--- config.mk ---
export PLATFORM = sky130hd
export DESIGN_NAME = pulse_stretcher
export DESIGN_NICKNAME = d
export VERILOG_FILES = /design/src/rtl/pulse_pkg.sv /design/src/rtl/fall_detect.sv /design/src/rtl/pulse_stretcher.sv
export SDC_FILE = /design/constraint.sdc
export NUM_CORES = 1
export LEC_CHECK = 0
export CAP_MARGIN = 20
export CORE_UTILIZATION = 48
export DETAILED_ROUTE_END_ITERATION = 12
export HOLD_SLACK_MARGIN = 0.1
export PLACE_DENSITY_LB_ADDON = 0.15
export SYNTH_ARGS = -nofsm -noshare
export SYNTH_HDL_FRONTEND = slang
export SYNTH_HIERARCHICAL = 1
export SYNTH_SLANG_ARGS = --single-unit
--- constraint.sdc ---
create_clock -name clk -period 2.69 [get_ports clk]
set_input_delay 0.807 -clock clk [delete_from_list [all_inputs] [get_ports clk]]
set_output_delay 0.807 -clock clk [all_outputs]
set_load 0.02 [all_outputs]
--- src/rtl/pulse_pkg.sv ---
// Shared types and helpers for the pulse stretcher and other pulse-consuming blocks.
package pulse_pkg;

  typedef enum logic [1:0] {
    IDLE = 2'd0,
    HIGH = 2'd1,
    GAP  = 2'd2
  } state_t;

  // Down-counter width large enough for either phase length; never below 1 bit.
  function automatic int cnt_width(input int high_cycles, input int gap_cycles);
    int m;
    m = 2;
    if (high_cycles > m) m = high_cycles;
    if (gap_cycles > m) m = gap_cycles;
    return $clog2(m);
  endfunction

endpackage

--- src/rtl/fall_detect.sv ---
// Falling-edge detector for an active-low, idle-high trigger line.
module fall_detect (
  input  logic clk,
  input  logic rst,
  input  logic in_n,
  output logic event_o
);

  logic hist;
  logic armed;

  // armed stays low until the line has been seen high after reset, so a line
  // that is still low when reset releases cannot fake a falling edge.
  always_ff @(posedge clk) begin
    if (rst) begin
      hist  <= 1'b1;
      armed <= 1'b0;
    end else begin
      hist <= in_n;
      if (in_n) armed <= 1'b1;
    end
  end

  assign event_o = ~in_n & hist & armed;

endmodule

--- src/rtl/pulse_stretcher.sv ---
// Re-expands active-low one-cycle pulses into fixed-width high levels with a
// guaranteed gap between them; pulses arriving while busy are queued and replayed.
module pulse_stretcher
  import pulse_pkg::*;
#(
  parameter int HIGH_CYCLES = 4,
  parameter int GAP_CYCLES  = 2,
  parameter int PEND_W      = 3
) (
  input  logic              clk,
  input  logic              rst,
  input  logic              in_pulse_n,
  input  logic              clr_ovf,
  output logic              out_level,
  output logic              busy,
  output logic [PEND_W-1:0] pend_cnt,
  output logic              overflow,
  output state_t            state_dbg
);

  localparam int CW = cnt_width(HIGH_CYCLES, GAP_CYCLES);
  localparam logic [CW-1:0]     HIGH_LOAD = CW'(HIGH_CYCLES - 1);
  localparam logic [CW-1:0]     GAP_LOAD  = (GAP_CYCLES > 0) ? CW'(GAP_CYCLES - 1) : '0;
  localparam logic [PEND_W-1:0] PEND_MAX  = '1;

  state_t            state, state_nx;
  logic [CW-1:0]     cnt, cnt_nx;
  logic [PEND_W-1:0] pend_nx;
  logic              ovf_nx;
  logic              ev;
  logic              leave_gap;
  logic              ev_queued;

  fall_detect u_fall_detect (
    .clk    (clk),
    .rst    (rst),
    .in_n   (in_pulse_n),
    .event_o(ev)
  );

  always_comb begin
    state_nx  = state;
    cnt_nx    = cnt;
    leave_gap = 1'b0;
    case (state)
      IDLE: begin
        if (ev) begin
          state_nx = HIGH;
          cnt_nx   = HIGH_LOAD;
        end
      end
      HIGH: begin
        if (cnt == '0) begin
          if (GAP_CYCLES == 0) begin
            leave_gap = 1'b1;
          end else begin
            state_nx = GAP;
            cnt_nx   = GAP_LOAD;
          end
        end else begin
          cnt_nx = cnt - 1'b1;
        end
      end
      GAP: begin
        if (cnt == '0) leave_gap = 1'b1;
        else           cnt_nx = cnt - 1'b1;
      end
      default: state_nx = IDLE;
    endcase
    // A pulse landing on the exit cycle starts the next level directly.
    if (leave_gap) begin
      if (pend_cnt != '0 || ev) begin
        state_nx = HIGH;
        cnt_nx   = HIGH_LOAD;
      end else begin
        state_nx = IDLE;
      end
    end
  end

  assign ev_queued = ev && (state != IDLE);

  always_comb begin
    pend_nx = pend_cnt;
    ovf_nx  = overflow & ~clr_ovf;
    if (ev_queued && leave_gap) begin
      pend_nx = pend_cnt;
    end else if (leave_gap && pend_cnt != '0) begin
      pend_nx = pend_cnt - 1'b1;
    end else if (ev_queued) begin
      if (pend_cnt == PEND_MAX) ovf_nx = 1'b1;
      else                      pend_nx = pend_cnt + 1'b1;
    end
  end

  always_ff @(posedge clk) begin
    if (rst) begin
      state     <= IDLE;
      cnt       <= '0;
      pend_cnt  <= '0;
      overflow  <= 1'b0;
      out_level <= 1'b0;
      busy      <= 1'b0;
    end else begin
      state     <= state_nx;
      cnt       <= cnt_nx;
      pend_cnt  <= pend_nx;
      overflow  <= ovf_nx;
      out_level <= (state_nx == HIGH);
      busy      <= (state_nx != IDLE);
    end
  end

  assign state_dbg = state;

endmodule

After elaboration in Yosys (flattened, before gate mapping)
Index checks and enable logic that the tools add are counted.
Operators by class
  add/subtract/negate cells: 3
  eq/ne operators: 5
  mux-type cells: 20
  bitwise operators: 6
  reductions and logical operators: 11
Operators with widths (number)
  $mux W2: 8
  $pmux W2 S3: 2
  $mux W3: 3
  $mux W1: 7
  $reduce_bool A2 Y1: 3
  $eq A2 B1 Y1 const B: 2
  $logic_not A2 Y1: 2
  $add A3 B1 Y3 const B: 1
  $and A1 B1 Y1: 3
  $eq A3 B3 Y1 const B: 1
  $logic_and A1 B1 Y1: 3
  $not A1 Y1: 3
  $reduce_and A3 Y1: 1
  $reduce_bool A3 Y1: 1
  $sub A3 B1 Y3 const B: 1
  $eq A2 B2 Y1 const B: 1
  $ne A2 B2 Y1 const B: 1
  $sub A2 B1 Y2 const B: 1
  $logic_or A1 B1 Y1: 1
Storage, ports and cells
  register bits after elaboration: 12
  bits of input ports: 4
  output and inout bits: 8

Logic depth before layout (Yosys ltp)
  depth after elaboration: 7
  mapped depth: 8

Cells and area by module
The synthesis kept the hierarchy.
By module, submodules not included
  pulse_stretcher: times used 1, cells an instance 66, area an instance 575.6 sq um, seq. area each 200.2 sq um
  fall_detect: times used 1, cells an instance 5, area an instance 65.1 sq um, seq. area each 40.0 sq um

Worst setup path after synthesis
No wires, ideal clock.
  path type: flip-flop to flip-flop
  from: reg state[1] (netlist: state_dbg[1])
  to: reg pend_cnt[2]
  arrival time: 2.031 ns
  data required time: 2.567 ns
  path slack: 0.535 ns
  stages on the path, launching flop included: 8
  path buffers: 1
  path through: dfxtp_1 -> clkbuf_1 -> nand3_1 -> fa_1 -> a31o_2 -> a21oi_1 -> a31oi_1 -> mux2_1
Between the ends
  cells in the longest elaborated chain, start to end: 5
Ends and longest elaborated chain
  from (decl): line pulse_stretcher.sv:26  | state_t state, state_nx;
  from (signal assigned): line pulse_stretcher.sv:105  | state <= state_nx;
  $eq A2 B2 Y1 / $reduce_bool A2 Y1 (equally long branches): line pulse_stretcher.sv:45, pulse_stretcher.sv:81
  $mux W1 / $logic_and A1 B1 Y1 (equally long branches): line pulse_stretcher.sv:45, pulse_stretcher.sv:81
  $logic_and A1 B1 Y1 (on tied branches): line pulse_stretcher.sv:88, pulse_stretcher.sv:86
  $ne A2 B2 Y1 (no source line), or another cell as far along
  $reduce_and A3 Y1 (no source line)
  to (signal assigned): line pulse_stretcher.sv:107  | pend_cnt <= pend_nx;
  to (decl): line pulse_stretcher.sv:16  | output logic [PEND_W-1:0] pend_cnt,
Several ways; a longest one is shown, not always the timed one.
A chain may end at the register's enable or synchronous reset.

Worst setup path after layout
  from: reg state[0] (netlist: state_dbg[0])
  to: out state_dbg[0]
RTL lines
  to (decl): line pulse_stretcher.sv:18  | output state_t state_dbg
No word-level cell between the ends.

==> results.sh <==
export IMPL_synth_seq_cells=12
export IMPL_ctsResizeCount=0
export IMPL_ys_warnings_count=6
export IMPL_clk_latency_ps=270
export IMPL_ff2ff_path_depth=7
export IMPL_start_kind="register"
export IMPL_wire_per_inst_um=12.9
export IMPL_final_nets=88
export IMPL_max_stage_delay_ps=690
export IMPL_p_leak_uw=0.000293
export IMPL_whs_ps=502
export IMPL_post_route_min_period_ps=2350
export IMPL_post_dp_cell_area_um2=754
export IMPL_initial_core_util=0.547
export IMPL_seqCellArea_um2=240
export IMPL_syn_avg_cell_area_um2=9.02
export IMPL_required_ps=1880
export IMPL_h_tree_depth=1
export IMPL_die_width_um=38.5
export IMPL_grt_ovfl_total=0
export IMPL_die_area_um2=1480
export IMPL_drv_slew=0
export IMPL_grt_pass1_wl_um=2040
export IMPL_maxCapViolations=0
export IMPL_route_vias_total=534
export IMPL_tns_ps=0
export IMPL_cp_startpoint="state_dbg[0]"
export IMPL_ys_types=35
export IMPL_ios=12
export IMPL_postRouteAntennaNets=0
export IMPL_drive_gt1_frac=0.183
export IMPL_clkTransAtPathRegs_ps=70
export IMPL_skew_ps=4.80
export IMPL_worstPathMaxFanout=11
export IMPL_grtUsageTotal=0.205
export IMPL_diodes=0
export IMPL_core_area_um2=1170
export IMPL_rr_startpoint="state_dbg[0]"
export IMPL_power_density_nw_per_um2=513
export IMPL_synthesis_area_um2=641
export IMPL_maxSlewHeadroom=0.698
export IMPL_grt_max_degree=14
export IMPL_timing_final_ws_setup_ps=340
export IMPL_cts_setup_buffers=0
export IMPL_clockBufferDepth=2
export IMPL_status="completed"
export IMPL_cts_tree="yes"
export IMPL_postCtsHoldBufs=0
export IMPL_grt_pass1_vias=483
export IMPL_path_buf_inv=1
export IMPL_cts_sinks=12
export IMPL_hold_class="reg -> reg"
export IMPL_crit_arrival_ps=1540
export IMPL_rows=12
export IMPL_whs_path_depth=1
export IMPL_die_height_um=38.5
export IMPL_syn_nets=76
export IMPL_synth_async_reset_ratio=0
export IMPL_pre_cts_ws_ps=178
export IMPL_drtPass1Iterations=4
export IMPL_dp_hpwl_um=933
export IMPL_via_per_inst=5.56
export IMPL_portBuffers=11
export IMPL_wirelength_um=1240
export IMPL_synthFlopType="dfxtp_1"
export IMPL_gp_congestion=0.859
export IMPL_finalCritPeriodShare=0.874
export IMPL_hp_start="u_fall_detect/armed"
export IMPL_cp_end_kind="primary output"
export IMPL_drt_iter0_drc=13
export IMPL_fin_area_um2=791
export IMPL_area_growth_syn_to_layout_pct=23.4
export IMPL_tightest_slew_ps=451
export IMPL_synth_seq_area_share=0.375
export IMPL_cp_depth=1
export IMPL_path_cells="clkdlybuf4s50_1"
export IMPL_synth_edf_count=0
export IMPL_vdd_ir_drop_max_uv=352
export IMPL_cp_top_family="buffers and inverters"
export IMPL_drc_errors=0
export IMPL_synthCells=71
export IMPL_cts_root_buf="clkbuf_4"
export IMPL_cts_buffers_inserted=3
export IMPL_max_freq_ghz=0.426
export IMPL_setup_viol=0
export IMPL_cp_slowest_cell="clkdlybuf4s50_1"
export IMPL_multiInputGateArea_um2=364
export IMPL_antenna_found_initial=0
export IMPL_hold_viol=0
export IMPL_fillers=99
export IMPL_grt_setup_unrepaired="false"
export IMPL_setup_worst_path_class="reg -> out"
==> placed cells by master (no fill, tap or decap), types with 3 or more instances in the layout <==
cell             count
clkbuf_4             3
dfxtp_1             12
nand2_1              4
a21oi_1              5
clkdlybuf4s50_1     11
nor2_1               6
inv_1                4
==> per-stage QoR <==
| stage | utilization | instances | total power [µW] |
|---|---|---|---|
| finish | 0.675 | 96 | 406 |
| global route | 0.675 | 96 | 426 |
| CTS | 0.675 | 96 | 413 |
| detailed placement | 0.644 | 92 | 268 |
| global placement | 0.644 | 92 | 267 |
| floorplan | - | 71 | 247 |
==> registers in the layout, summed over array words and instances, names as in the netlist <==
name,cells
cnt,2
out_level,1
pend_cnt,3
overflow,1
busy,1
u_fall_detect/hist,1
u_fall_detect/armed,1
state_dbg,2
==> cell usage after synthesis (2+ instances only) <==
cell type / n / share of area
dfxtp_1: 12 / 0.37
nand3_1: 2 / 0.016
o21a_1: 2 / 0.023
o21ai_0: 2 / 0.016
nor3_1: 2 / 0.016
clkbuf_1: 3 / 0.018
nor2_1: 6 / 0.035
a21oi_1: 5 / 0.039
buf_2: 2 / 0.016
or2_1: 2 / 0.020
nand2_1: 4 / 0.023
nand2b_1: 2 / 0.020
a21o_1: 2 / 0.023
inv_1: 4 / 0.023
==> cell type report <==
type	instances	share of cell area
Multi-Input combinational cell	50	0.460
Sequential cell	12	0.304
Timing Repair Buffer	12	0.149
Clock buffer	4	0.0459
Tap cell	14	0.0222
Inverter	4	0.0190
==> worst paths after layout <==
check / to / slack, ps
setup / recovery: state_dbg[0] / 340
hold / removal: u_fall_detect/armed / 500
setup reg to reg: pend_cnt[2] / 610
hold reg to reg: u_fall_detect/armed / 500
==> report_power, final <==
group	internal (µW)	switching, µW	total, µW	leakage (µW)
Sequential	187	13.5	201	0.0000981
Combinational	31.4	31.2	62.7	0.000174
Clock	82.3	60.0	142	0.0000210
Total	301	105	406	0.000293
==> logic make-up after synthesis <==
family          Yosys count  synth area share
xor+xnor                  1            0.0137
simple gates             23             0.203
flops                    12             0.375
mux                       3            0.0508
compound gates           22             0.270
buf+inv                   9            0.0566
fa+ha+maj                 1            0.0313
==> routing by layer <==
layer | vias to the layer above | share of wire | global-route usage
li1 | 275 | - | -
met4 | 0 | 0.012 | 0.0776
met3 | 2 | 0.050 | 0.0872
met1 | 242 | 0.47 | 0.243
met5 | - | 0 | 0
met2 | 15 | 0.47 | 0.325
No activity file was read; power rests on OpenSTA's default activity.
